File: src/rtl/ls_safety_pkg.sv
// Shared encodings for the lockstep/safety support blocks.
// Channel state codes and the 2-bit per-channel control field values.
package ls_safety_pkg;

    localparam logic [1:0] LS_ST_IDLE  = 2'd0;
    localparam logic [1:0] LS_ST_COUNT = 2'd1;
    localparam logic [1:0] LS_ST_DONE  = 2'd2;

    localparam logic [1:0] LS_CTL_RUN   = 2'b00;
    localparam logic [1:0] LS_CTL_CLR   = 2'b01;
    localparam logic [1:0] LS_CTL_PAUSE = 2'b10;

endpackage

File: src/rtl/ls_boot_seq_ch.sv
// One boot-wait channel: wait register, saturating counter, IDLE/COUNT/DONE FSM.
// done asserts wait_reg+1 cycles after COUNT entry; pause stalls the counter, never backpressured.
module ls_boot_seq_ch
    import ls_safety_pkg::*;
#(
    parameter int CNT_W      = 7,
    parameter int BOOT_WAIT  = 25,
    parameter int AUTO_START = 1,
    parameter int PERIODIC   = 0
) (
    input  logic             clk,
    input  logic             rst,
    input  logic             start,
    input  logic [1:0]       ctl,
    input  logic             cfg_we,
    input  logic [CNT_W-1:0] cfg_wdata,
    output logic [CNT_W-1:0] count,
    output logic             count_done,
    output logic             done_pulse,
    output logic             done_nxt
);

    localparam logic [1:0]       ST_RST   = (AUTO_START != 0) ? LS_ST_COUNT : LS_ST_IDLE;
    localparam logic [CNT_W-1:0] WAIT_RST = CNT_W'(BOOT_WAIT);

    logic [1:0]       state;
    logic [CNT_W-1:0] wait_reg;
    logic             clr;
    logic             pause;
    logic             hit;

    assign clr   = (ctl == LS_CTL_CLR);
    assign pause = (ctl == LS_CTL_PAUSE);
    assign hit   = (state == LS_ST_COUNT) && !pause && (count >= wait_reg);

    // Exposed so the top can register all_done in the same cycle count_done rises.
    assign done_nxt = !clr && (hit || ((state == LS_ST_DONE) && (PERIODIC == 0)));

    always_ff @(posedge clk or posedge rst) begin
        if (rst) begin
            state      <= ST_RST;
            count      <= '0;
            wait_reg   <= WAIT_RST;
            count_done <= 1'b0;
            done_pulse <= 1'b0;
        end else begin
            if (cfg_we) begin
                wait_reg <= cfg_wdata;
            end
            count_done <= done_nxt;
            done_pulse <= !clr && hit;
            if (clr) begin
                count <= '0;
                state <= ST_RST;
            end else begin
                case (state)
                    LS_ST_IDLE: begin
                        count <= '0;
                        if (start) begin
                            state <= LS_ST_COUNT;
                        end
                    end
                    LS_ST_COUNT: begin
                        if (!pause) begin
                            if (count >= wait_reg) begin
                                state <= LS_ST_DONE;
                            end else begin
                                count <= count + CNT_W'(1);
                            end
                        end
                    end
                    LS_ST_DONE: begin
                        if (PERIODIC != 0) begin
                            count <= '0;
                            state <= LS_ST_COUNT;
                        end
                    end
                    default: begin
                        count <= '0;
                        state <= ST_RST;
                    end
                endcase
            end
        end
    end

endmodule

File: src/rtl/ls_boot_seq.sv
// Multi-channel boot-wait sequencer gating lockstep enable until cores settle.
// all_done is registered from next-state done flags, so it rises with the last channel's done.
module ls_boot_seq
    import ls_safety_pkg::*;
#(
    parameter int NUM_CH     = 2,
    parameter int CNT_W      = 7,
    parameter int BOOT_WAIT  = 25,
    parameter int AUTO_START = 1,
    parameter int PERIODIC   = 0
) (
    input  logic                    clk,
    input  logic                    rst,
    input  logic [NUM_CH-1:0]       start,
    input  logic [2*NUM_CH-1:0]     clear_counter,
    input  logic [NUM_CH-1:0]       cfg_we,
    input  logic [CNT_W-1:0]        cfg_wdata,
    output logic [NUM_CH-1:0]       count_done,
    output logic [NUM_CH-1:0]       done_pulse,
    output logic                    all_done,
    output logic [NUM_CH*CNT_W-1:0] count_o
);

    logic [NUM_CH-1:0] done_nxt;

    for (genvar i = 0; i < NUM_CH; i++) begin : g_ch
        ls_boot_seq_ch #(
            .CNT_W      (CNT_W),
            .BOOT_WAIT  (BOOT_WAIT),
            .AUTO_START (AUTO_START),
            .PERIODIC   (PERIODIC)
        ) u_ch (
            .clk        (clk),
            .rst        (rst),
            .start      (start[i]),
            .ctl        (clear_counter[2*i +: 2]),
            .cfg_we     (cfg_we[i]),
            .cfg_wdata  (cfg_wdata),
            .count      (count_o[CNT_W*i +: CNT_W]),
            .count_done (count_done[i]),
            .done_pulse (done_pulse[i]),
            .done_nxt   (done_nxt[i])
        );
    end

    always_ff @(posedge clk or posedge rst) begin
        if (rst) begin
            all_done <= 1'b0;
        end else begin
            all_done <= &done_nxt;
        end
    end

endmodule
File: config.mk
export PLATFORM = sky130hd
export DESIGN_NAME = ls_boot_seq
export DESIGN_NICKNAME = d
export VERILOG_FILES = /design/src/rtl/ls_safety_pkg.sv /design/src/rtl/ls_boot_seq_ch.sv /design/src/rtl/ls_boot_seq.sv
export SDC_FILE = /design/constraint.sdc
export NUM_CORES = 1
export LEC_CHECK = 0
export CORE_ASPECT_RATIO = 0.5
export CORE_UTILIZATION = 35
export DETAILED_ROUTE_END_ITERATION = 6
export PLACE_DENSITY = 0.68
export SYNTH_ARGS = -nofsm -noshare
export SYNTH_HDL_FRONTEND = slang
export SYNTH_SLANG_ARGS = --single-unit
File: constraint.sdc
create_clock -name clk -period 3.1 [get_ports clk]
set_input_delay 0.465 -clock clk [delete_from_list [all_inputs] [get_ports clk]]
set_output_delay 0.465 -clock clk [all_outputs]
set_load 0.03 [all_outputs]
**Word-level counts from Yosys, hierarchy flattened**

Index checks and enable logic that the tools add are counted.

- Muxes and demuxes: 18
- Reductions and logical operators: 21
- Add/subtract/negate cells: 2
- Shift-type cells: 0
- Divide/modulo/power cells: 0
- Bitwise gates (word level): 0
- Multiply operators: 0
- Magnitude comparators: 2
- Equality and inequality tests: 18

Operators by type and width:

| operator | count |
|---|---|
| two-way mux 7 bit | 6 |
| one-hot mux 7 bit (2 select lines) | 2 |
| != test 3 x 2 -> 1 bit (second input constant) | 8 |
| two-way mux 2 bit | 8 |
| adder 7 x 1 -> 7 bit (second input constant) | 2 |
| greater-or-equal comparator 7 bit | 2 |
| one-hot mux 2 bit (3 select lines) | 2 |
| == test 2 x 1 -> 1 bit (second input constant) | 4 |
| == test 2 bit (second input constant) | 4 |
| logical AND 1 bit | 8 |
| AND reduction 4 bit | 2 |
| AND reduction 3 bit | 2 |
| zero test 1 bit | 4 |
| zero test 2 bit | 2 |
| != test 2 x 1 -> 1 bit (second input constant) | 2 |
| logical OR 1 bit | 2 |
| AND reduction 2 bit | 1 |

- Output and inout bits: 19
- Memory bits (read-only): 0
- Bits in registers: 37
- Latch bits: 0
- Memory bits (writable): 0
- Input bits: 17
- Memories kept: 0

**Depth between registers and ports, before layout**

Gate-level depths: netlist of the first run.

- Depth after elaboration: 7
- Gate-level depth with buffers: 8
- Depth with buffers taken out: 8

**Cells and area by module**

Synthesis of the first run repeated with hierarchy kept, for this count alone.

- Cell total of the unflattened synthesis: 215
- Area, all modules: 2067.0 sq um

By module, submodules not included:

| module | sequential area each (sq um) | cells each | times used | area each (sq um) |
|---|---|---|---|---|
| ls_boot_seq_ch | 455.4 | 106 | 2 | 1016.0 |
| ls_boot_seq | 25.0 | 3 | 1 | 35.0 |

**Worst setup path before layout of the first run**

No wires, ideal clock.

- Path kind: reg-to-reg
- From: register g_ch[0].u_ch.count[0]
- To: register g_ch[0].u_ch.count[3]
- Path slack: 781 ps
- Data arrival time: 2240 ps
- Period minus slack after synthesis: 2319 ps
- Data required time: 3021 ps
- Setup time: 79 ps
- Stages on the path, launching flop included: 9
- Cell sequence: dfrtp_1 > inv_1 > ha_1 > nand2b_1 > a2111o_1 > a31oi_4 > o211ai_4 > a21oi_1 > mux2i_1

- Longest elaborated chain between the ends: 5
- Elaborated cells between the ends (all ways): 8
- Classes of those cells: 1 x add/sub; 1 x order compare; 1 x eq/ne; 4 x mux; 1 x reduce/logical

Ends and longest elaborated chain:

| element | line | source |
|---|---|---|
| start: declaration | ls_boot_seq_ch.sv:17 | `output logic [CNT_W-1:0] count,` |
| start signal: assignment | ls_boot_seq_ch.sv:68 | `count <= count + CNT_W'(1);` |
| adder 7 x 1 -> 7 bit | ls_boot_seq_ch.sv:68 |  |
| two-way mux 7 bit | ls_boot_seq_ch.sv:65 | `if (count >= wait_reg) begin` |
| two-way mux 7 bit | ls_boot_seq_ch.sv:64 | `if (!pause) begin` |
| one-hot mux 7 bit (2 select lines) | ls_boot_seq_ch.sv:56 | `case (state)` |
| two-way mux 7 bit | ls_boot_seq_ch.sv:52 | `if (clr) begin` |

Parallel ways exist; a longest one is shown, timed or not. The select of a mux whose other input is x is not followed.
A chain may end at the register's enable or synchronous reset.

**Worst setup path after layout of the first run**

- From: register g_ch[0].u_ch.count[0]
- To: register g_ch[0].u_ch.count[6]

The elaborated chain is that of the path after synthesis.

==> results of run 1 <==
worst reg2reg max path: stages (launching register included):
cell and delay (ps):
dfrtp_1 420, inv_1 90, ha_1 280, nand2b_1 140
a2111o_1 460, a31oi_4 270, o211ai_4 150, a21oi_1 220
mux2i_1 200
where the power goes:
part / switching [mW] / total (mW) / internal [mW] / leakage, nW
clock network: 0.184 / 0.524 / 0.340 / 0.0799
logic: 0.372 / 0.637 / 0.264 / 0.690
registers: 0.0953 / 0.668 / 0.573 / 0.467
total: 0.652 / 1.83 / 1.18 / 1.24
metrics by stage:
stage / hold slack [ps] / instances
floorplan: 463 / 212
global placement: 483 / 316
detailed placement: 490 / 316
CTS: 501 / 324
global route: 521 / 324
finish: 497 / 324
final timing paths:
path | from | endpoint | depth (start not counted)
min in group asynchronous | rst | g_ch[1].u_ch.count[1] | 2
max in group asynchronous | rst | g_ch[1].u_ch.wait_reg[3] | 3
max | g_ch[0].u_ch.count[0] | g_ch[0].u_ch.count[6] | 8
max reg2reg | g_ch[0].u_ch.count[0] | g_ch[0].u_ch.count[6] | 8
min reg2reg | g_ch[1].u_ch.wait_reg[3] | g_ch[1].u_ch.wait_reg[3] | 2
min | g_ch[1].u_ch.wait_reg[3] | g_ch[1].u_ch.wait_reg[3] | 2
cell usage in the layout, fill, tap and decap left out, types with 2 or more instances in the layout:
cell type,n
nor2b_1,4
clkbuf_16,5
and2_1,2
nand3_1,19
or4_1,2
a21oi_1,9
nor3_1,2
ha_1,16
o21bai_1,2
nor2_1,4
nand2b_1,10
nor4_1,2
o211a_1,2
buf_4,2
dfstp_2,8
and3_1,3
inv_1,17
clkdlybuf4s50_1,35
mux2i_1,6
dfrtp_1,29
o21ai_0,17
o211ai_1,3
clkbuf_8,2
nand2_1,27
a21o_1,2
a211o_1,2
mux2_2,2
metal layers:
metal | global-route usage | share of wire | routed length (um)
met2 | 0.259 | 0.48 | 2110
met1 | 0.188 | 0.46 | 1990
met4 | 0.0463 | 0.010 | 44
met5 | 0 | 0 | 0
met3 | 0.0367 | 0.047 | 206
area by class of cell:
type | instances | area, um2 | area share
Multi-Input combinational cell | 152 | 1050 | 0.394
Sequential cell | 37 | 936 | 0.351
Timing Repair Buffer | 37 | 365 | 0.137
Clock buffer | 7 | 153 | 0.0573
Tap cell | 73 | 91.3 | 0.0343
Inverter | 17 | 63.8 | 0.0239
Clock inverter | 1 | 5.00 | 0.00188
kinds of logic after synthesis:
kind of cell             share of synthesized area
AND/OR/NAND/NOR                              0.194
buffers and inverters                       0.0485
adder cells (fa/ha/maj)                     0.0959
AO/OA/AOI/OAI                                0.174
flip-flops                                   0.448
multiplexers                                0.0395
==> reports/qor.yml, run 1 <==
cts:
  cts.sinks: 37
  clkTransAtPathRegs_ps: 50
  ctsResizeCount: 0
  clockRootBuffer: "clkbuf_16"
  clkLatencyLatePin_ps: 280
  cts_hold_buf: 0
  clk_path_buf_depth: 2
  htreeDepth: 2
  post-cts-setup-buffer-count: 0
  cts-buffers-inserted: 5
  cts_tree: "yes"
route:
  avgRoutedWirePerCell_um: 13.4
  firstDrtPassIters: 6
  initialDrtViolationCount: 101
  via_per_inst: 5.18
  wirelength_mm: 4.35
  route.vias.total: 1678
  post-route-drc-count: 2
  ant_nets: 0
setup_path:
  path_cells: "inv_1 -> ha_1 -> nand2b_1 -> a2111o_1 -> a31oi_4 -> o211ai_4 -> a21oi_1 -> mux2i_1"
  end_kind: "flip-flop"
  critPathKind: "flip-flop to flip-flop"
  cpMaxStageDelayCell: "a2111o_1"
  cp-start-kind: "flip-flop"
  r2r_slack_ps: 780
  critPathMaxFanout: 7
  critical_path.top_delay_family: "compound AO/OA/AOI/OAI gates"
  critPathMaxStageDelay_ps: 460
  arrival_ps: 2520
  critical_path_buf_inv_count: 1
  required_ps: 3300
cells_and_area:
  n_fill_cell: 518
  area_growth_pct: 27.6
  antenna_cells: 0
  drive_above_1_share: 0.120
  final_util: 0.475
  fin_area_um2: 2670
  finalNetCount: 283
timing:
  maxSlewViolCount: 0
  fin_crit_sh: 0.748
  fin_crit_ps: 2320
  slew-limit-headroom: 0.692
  fin_ws_ps: 780
  max_freq_mhz: 431
  clock_skew_ps: 3.02
  rsz0062_at_grt: "false"
  hold_viol: 0
  setup_viol: 0
  tns_ps: 0
  worst_pin_slew_ps: 459
floorplan:
  num_rows: 19
  fp.dieW_um: 111
  dieHeight_um: 56.6
  start_util: 0.372
  dieArea_um2: 6300
  core-area_um2: 5610
  io_pins: 36
global_routing:
  grt_pass1_wl_mm: 7.55
  grt_max_degree: 27
  antenna_found_initial: 0
  grt_pass1_vias: 1620
  grt.total_usage: 0.150
  overflow: 0
placement:
  place_area_um2: 2510
  numPortBuffers: 35
  gp_congestion: 0.859
  place_ws_ps: 764
  hpwl_mm: 3.35
power:
  finalPower_mw: 1.83
  p_leak_nw: 1.24
  power.density_nw_per_um2: 686
  peakVddDrop_mv: 0.268
synth:
  yosysUniqueCellTypes: 41
  synth-async-reset-ratio: 1.00
  synth_flop_cell: "dfrtp_1"
  yosysTopAreaCellShare: 0.348
  yosysMostFrequentCell: "dfrtp_1"
  synth_commonest_cells: "dfrtp_1, nand2_1, nand3_1"
  synth_edf_count: 0
  synth_cells: 212
  synth-seq-cells: 37
  ys_seq_area_frac: 0.448
  yosys.area.top_type: "dfrtp_1"
  synth.area.top_cells: "dfrtp_1, dfstp_2, ha_1, nand2_1, nand3_1"
  netlist_area_um2: 2090
  syn_avg_cell_area_um2: 9.85
  synth-warning-count: 0
  syn-num-nets: 245
min_path:
  min_path_type: "flip-flop to flip-flop"
outcome:
  outcome: "finished with violations"
  violations: "DRC"
run:
  max_cap_violations: 0
No activity file was read; power rests on OpenSTA's default activity.
==> run 2, diff against run 1 <==
--- a/config.mk
+++ b/config.mk
@@ -8,7 +8,7 @@
 export CORE_ASPECT_RATIO = 0.5
 export CORE_UTILIZATION = 35
 export DETAILED_ROUTE_END_ITERATION = 6
-export PLACE_DENSITY = 0.68
+export PLACE_DENSITY = 0.7
 export SYNTH_ARGS = -nofsm -noshare
 export SYNTH_HDL_FRONTEND = slang
 export SYNTH_SLANG_ARGS = --single-unit
==> constraint.sdc (replaced) <==
create_clock -name clk -period 1.9 [get_ports clk]
set_input_delay 0.285 -clock clk [delete_from_list [all_inputs] [get_ports clk]]
set_output_delay 0.285 -clock clk [all_outputs]
set_load 0.03 [all_outputs]
==> run 2 against run 1 <==
Compared with the run above: the flow finishes with violations (DRC, setup timing); fmax up 5.9%; highest routed layer unchanged; critical path depth down 1; first-iteration DRC count down 8.9%; combinational power up 140%; clock skew up 3.9 ps.
==> reports/qor.yml, run 2 (synthesis gave the netlist of run 1 again) <==
outcome:
  outcome: "finished with violations"
  violations: "DRC, setup timing"
cts:
  clkTransAtPathRegs_ps: 60  # about the same
  clkLatencyLatePin_ps: 280  # about the same
  clk_path_buf_depth: 2  # unchanged
  htreeDepth: 2  # unchanged
  cts.sinks: 37  # unchanged
  clockRootBuffer: "clkbuf_16"
  cts-buffers-inserted: 5  # unchanged
  cts_tree: "yes"
floorplan:
  fp.dieW_um: 111  # unchanged
  num_rows: 19  # unchanged
  dieArea_um2: 6300  # unchanged
  dieHeight_um: 56.6  # unchanged
  start_util: 0.372  # unchanged
  io_pins: 36  # unchanged
  core-area_um2: 5610  # unchanged
timing:
  clock_skew_ps: 6.89  # +3.87 ps
  setup_viol: 18  # +18
  fin_crit_sh: 1.15  # +0.405
  tns_ps: -3120  # -3120 ps
  fin_crit_ps: 2190  # -129 ps
  fin_ws_ps: -291  # -1070 ps
  hold_viol: 0  # unchanged
  fin_hold_ws_ps: 414  # -83.4 ps
  worst_pin_slew_ps: 471  # +12.6 ps
  maxSlewViolCount: 0  # unchanged
  slew-limit-headroom: 0.686  # -0.00634
  max_freq_mhz: 456  # +5.9%
  rsz0062_at_grt: "true"
power:
  finalPower_mw: 3.35  # +83%
  power.density_nw_per_um2: 1060  # +55%
  peakVddDrop_mv: 0.390  # +45%
  p_leak_nw: 1.45  # +17%
cells_and_area:
  final_util: 0.561  # +0.0859
  final_common_cell: "clkdlybuf4s50_1"
  area_growth_pct: 50.7
  antenna_cells: 0  # unchanged
  finalNetCount: 320  # +13%
  drive_above_1_share: 0.326  # +0.207
  most-common-layout-cells: "clkdlybuf4s50_1, buf_4, nand2_1"
  stdcell_count: 361  # +11%
global_routing:
  grt.total_usage: 0.169  # +0.0181
  grt_pass1_wl_mm: 8.14  # +7.8%
  grt_pass1_vias: 1764  # +8.9%
  grt_max_degree: 38  # +41%
  antenna_found_initial: 0  # unchanged
  overflow: 0  # unchanged
placement:
  gp_congestion: 0.867  # +0.94%
  numPortBuffers: 35  # unchanged
  hpwl_mm: 3.53  # +5.5%
  dp.cells: 345  # +9.2%
route:
  via_per_inst: 5.01  # -3.2%
  post-route-drc-count: 2  # unchanged
  ant_nets: 0  # unchanged
  route.vias.total: 1810  # +7.9%
  wirelength_mm: 4.89  # +12%
  avgRoutedWirePerCell_um: 13.5  # +0.85%
  firstDrtPassIters: 6  # unchanged
  initialDrtViolationCount: 92  # -8.9%
setup_path:
  reg2reg_depth: 7  # -1
  r2r_slack_ps: -290  # -1070 ps
  critPathKind: "flip-flop to flip-flop"
  r2r_end: "g_ch[0].u_ch.count[3]"
  cp-start-kind: "flip-flop"
  arrival_ps: 2390  # -130 ps
  critPathMaxFanout: 7  # unchanged
  end_kind: "flip-flop"
  required_ps: 2090  # -1210 ps
  r2r-start: "g_ch[0].u_ch.wait_reg[0]"
min_path:
  min_path_type: "primary input to async pin"
run:
  max_cap_violations: 0  # unchanged
run 2: cell type report:
cell class,instances,area [um2]
Clock buffer,8,146
Fill cell,467,2460
Inverter,17,63.8
Multi-Input combinational cell,152,1230
Sequential cell,37,942
Tap cell,73,91.3
Timing Repair Buffer,74,669
run 2: critical path, cell delays in order (launching register included):
cell      delay [ps]
dfstp_2          560
ha_4             210
nand2b_4         130
a2111o_1         420
a31oi_4          240
o211ai_4         160
a21oi_2          170
mux2i_1          220
run 2: worst max-delay path by stage:
stage / from / endpoint / slack (ps)
2_1_floorplan: g_ch[0].u_ch.count[0] / g_ch[0].u_ch.count[2] / -190
3_3_place_gp: g_ch[0].u_ch.wait_reg[0] / g_ch[0].u_ch.count[4] / -200
3_5_place_dp: g_ch[0].u_ch.wait_reg[0] / g_ch[0].u_ch.count[3] / -290
4_1_cts: g_ch[0].u_ch.wait_reg[0] / g_ch[0].u_ch.count[3] / -280
5_1_grt: g_ch[0].u_ch.wait_reg[0] / g_ch[0].u_ch.count[6] / -380
6_report: g_ch[0].u_ch.wait_reg[0] / g_ch[0].u_ch.count[3] / -290
run 2: timing repair:
item	in CTS	in global routing
cloned	0	0
pin swaps	6	6
gates resized for setup	18	12
endpoints found under the setup margin	17	20
hold buffers	0	0
setup buffers	7	1
run 2: per-layer routing:
metal	GRT usage	wire [um]
met5	0	0
met4	0.0541	60
met3	0.0497	180
met2	0.295	2470
met1	0.202	2180
run 2: where the power goes:
| group | leakage [nW] | total (mW) | internal (mW) | switching, mW |
|---|---|---|---|---|
| sequential | 0.460 | 1.02 | 0.937 | 0.0838 |
| clock | 0.0712 | 0.829 | 0.523 | 0.306 |
| combinational | 0.917 | 1.50 | 0.687 | 0.814 |
run 2: stage by stage:
step	setup WS, ps	cell area [um2]
floorplan	-188	2170
global placement	-196	2810
detailed placement	-294	2810
CTS	-281	3100
global route	-382	3150
finish	-291	3150
==> run 3, diff against run 2 <==
--- a/config.mk
+++ b/config.mk
@@ -9,6 +9,7 @@
 export CORE_UTILIZATION = 35
 export DETAILED_ROUTE_END_ITERATION = 6
 export PLACE_DENSITY = 0.7
+export SKIP_LAST_GASP = 1
 export SYNTH_ARGS = -nofsm -noshare
 export SYNTH_HDL_FRONTEND = slang
 export SYNTH_SLANG_ARGS = --single-unit
==> run 3 against run 2 <==
Compared with the run above: the run still ends with DRC, setup timing left; clock power about the same; sequential cell count unchanged; setup slack about the same; sequential power about the same; combinational power about the same; utilization unchanged; worst hold slack about the same; via count up 0.44%; critical path depth unchanged; highest routed layer unchanged.
==> reports/qor.yml, run 3 (synthesis gave the netlist of run 1 again) <==
route:
  via_per_inst: 5.04  # +0.44%
  route.vias.total: 1818  # +0.44%
  firstDrtPassIters: 6  # unchanged
  post-route-drc-count: 2  # unchanged
  wirelength_mm: 4.88  # -0.12%
  avgRoutedWirePerCell_um: 13.5  # -0.12%
  ant_nets: 0  # unchanged
  initialDrtViolationCount: 93  # +1.1%
cts:
  htreeDepth: 2  # unchanged
  cts_tree: "yes"
  cts.sinks: 37  # unchanged
  clkLatencyLatePin_ps: 280  # about the same
  clk_path_buf_depth: 2  # unchanged
  clockRootBuffer: "clkbuf_16"
  clkTransAtPathRegs_ps: 60  # about the same
  cts-buffers-inserted: 5  # unchanged
outcome:
  outcome: "finished with violations"
  violations: "DRC, setup timing"
setup_path:
  required_ps: 2090  # about the same
  cp-start-kind: "flip-flop"
  critPathKind: "flip-flop to flip-flop"
  end_kind: "flip-flop"
  critPathMaxFanout: 7  # unchanged
  arrival_ps: 2390  # about the same
  reg2reg_depth: 7  # unchanged
timing:
  rsz0062_at_grt: "true"
  setup_viol: 18  # unchanged
  max_freq_mhz: 456  # about the same
  slew-limit-headroom: 0.686  # about the same
  fin_ws_ps: -291  # -0.0270 ps
  hold_viol: 0  # unchanged
  clock_skew_ps: 6.97  # +0.0742 ps
  fin_crit_ps: 2190  # +0.0270 ps
  worst_pin_slew_ps: 471  # +0.0752 ps
  fin_crit_sh: 1.15  # about the same
  maxSlewViolCount: 0  # unchanged
  tns_ps: -3110  # +5.23 ps
power:
  pwr-share-comb: 0.447  # about the same
  internal_power_mw: 2.15  # about the same
  power.net_switching_mw: 1.20  # -0.26%
  finalPower_mw: 3.35  # -0.11%
  pwr-share-clk: 0.248  # about the same
  swShare: 0.359  # -0.000543
  peakVddDrop_mv: 0.390  # about the same
  power_frac_seq: 0.305  # about the same
  power.density_nw_per_um2: 1060  # -0.11%
  p_leak_nw: 1.45  # about the same
cells_and_area:
  area_growth_pct: 50.7  # unchanged
  antenna_cells: 0  # unchanged
  drive_above_1_share: 0.326  # unchanged
  final_common_cell: "clkdlybuf4s50_1"
  stdcell_count: 361  # unchanged
  most-common-layout-cells: "clkdlybuf4s50_1, buf_4, nand2_1"
  multiInputGateArea_um2: 1230  # unchanged
  finalNetCount: 320  # unchanged
  final-seq-area_um2: 942  # unchanged
  fin_area_um2: 3150  # unchanged
  n_fill_cell: 467  # unchanged
floorplan:
  dieHeight_um: 56.6  # unchanged
  core-area_um2: 5610  # unchanged
  fp.dieW_um: 111  # unchanged
  num_rows: 19  # unchanged
  dieArea_um2: 6300  # unchanged
  io_pins: 36  # unchanged
  start_util: 0.372  # unchanged
min_path:
  min_path_type: "primary input to async pin"
global_routing:
  grt.total_usage: 0.169  # unchanged
  grt_max_degree: 38  # unchanged
  grt_pass1_wl_mm: 8.14  # unchanged
  antenna_found_initial: 0  # unchanged
  overflow: 0  # unchanged
  grt_pass1_vias: 1764  # unchanged
placement:
  place_area_um2: 2810  # unchanged
  numPortBuffers: 35  # unchanged
  gp_congestion: 0.867  # unchanged
  hpwl_mm: 3.53  # unchanged
  dp.cells: 345  # unchanged
run:
  max_cap_violations: 0  # unchanged
[run 3: cell count changes in the layout (fill, tap and decap cells not counted)]
| cell | previous run | this run |
|---|---|---|
| o21ai_1 | 4 | 2 |
| o21ai_0 | 13 | 15 |
[run 3: worst paths after layout]
kind / start / end / slack [ps]
worst max-delay path: g_ch[0].u_ch.wait_reg[0] / g_ch[0].u_ch.count[3] / -290
worst min-delay path: rst / g_ch[1].u_ch.count_done / 410
worst max register to register: g_ch[0].u_ch.wait_reg[0] / g_ch[0].u_ch.count[3] / -290
worst min register to register: g_ch[0].u_ch.wait_reg[3] / g_ch[0].u_ch.wait_reg[3] / 490
max in group asynchronous: rst / g_ch[0].u_ch.count[0] / 1130
min in group clk: g_ch[0].u_ch.wait_reg[3] / g_ch[0].u_ch.wait_reg[3] / 490
[run 3: power groups by stage]
stage / clock network [mW] / registers [mW] / logic (mW)
after floorplan: 0 / 1.20 / 0.632
after global placement: 0 / 1.02 / 1.28
after detailed placement: 0 / 1.03 / 1.31
after CTS: 0.846 / 1.02 / 1.43
after global routing: 0.895 / 1.03 / 1.63
final: 0.829 / 1.02 / 1.50
[run 3: worst max-delay path, stage by stage (launching register included)]
cell	delay [ps]
dfstp_2	560
ha_4	210
nand2b_4	130
a2111o_1	420
a31oi_4	240
o211ai_4	160
a21oi_2	170
mux2i_1	220
[run 3: what timing repair did]
| item | CTS | global route |
|---|---|---|
| setup buffers | 7 | 1 |
| gates resized for setup | 17 | 11 |
| pin swaps | 6 | 6 |
| hold buffers | 0 | 0 |
| endpoints found under the setup margin | 17 | 20 |
[run 3: layer usage]
| metal | global-route usage | share of wire |
|---|---|---|
| met5 | 0 | 0 |
| met4 | 0.0541 | 0.012 |
| met3 | 0.0497 | 0.040 |
| met2 | 0.295 | 0.50 |
| met1 | 0.202 | 0.44 |
[run 3: cell type report]
class,count,share of cell area
multi-input combinational,152,0.392
sequential,37,0.299
inverter,17,0.0203
tap,73,0.0290
clock buffer,8,0.0465
timing repair buffer,74,0.213
[run 3: stage by stage]
step           hold WS [ps]   util  worst slack (ps)
3_3_place_gp            483  0.501              -196
3_5_place_dp            489  0.501              -294
4_1_cts                 428  0.552              -281
5_1_grt                 462  0.561              -382
2_1_floorplan           359      -              -188
6_report                414  0.561              -291
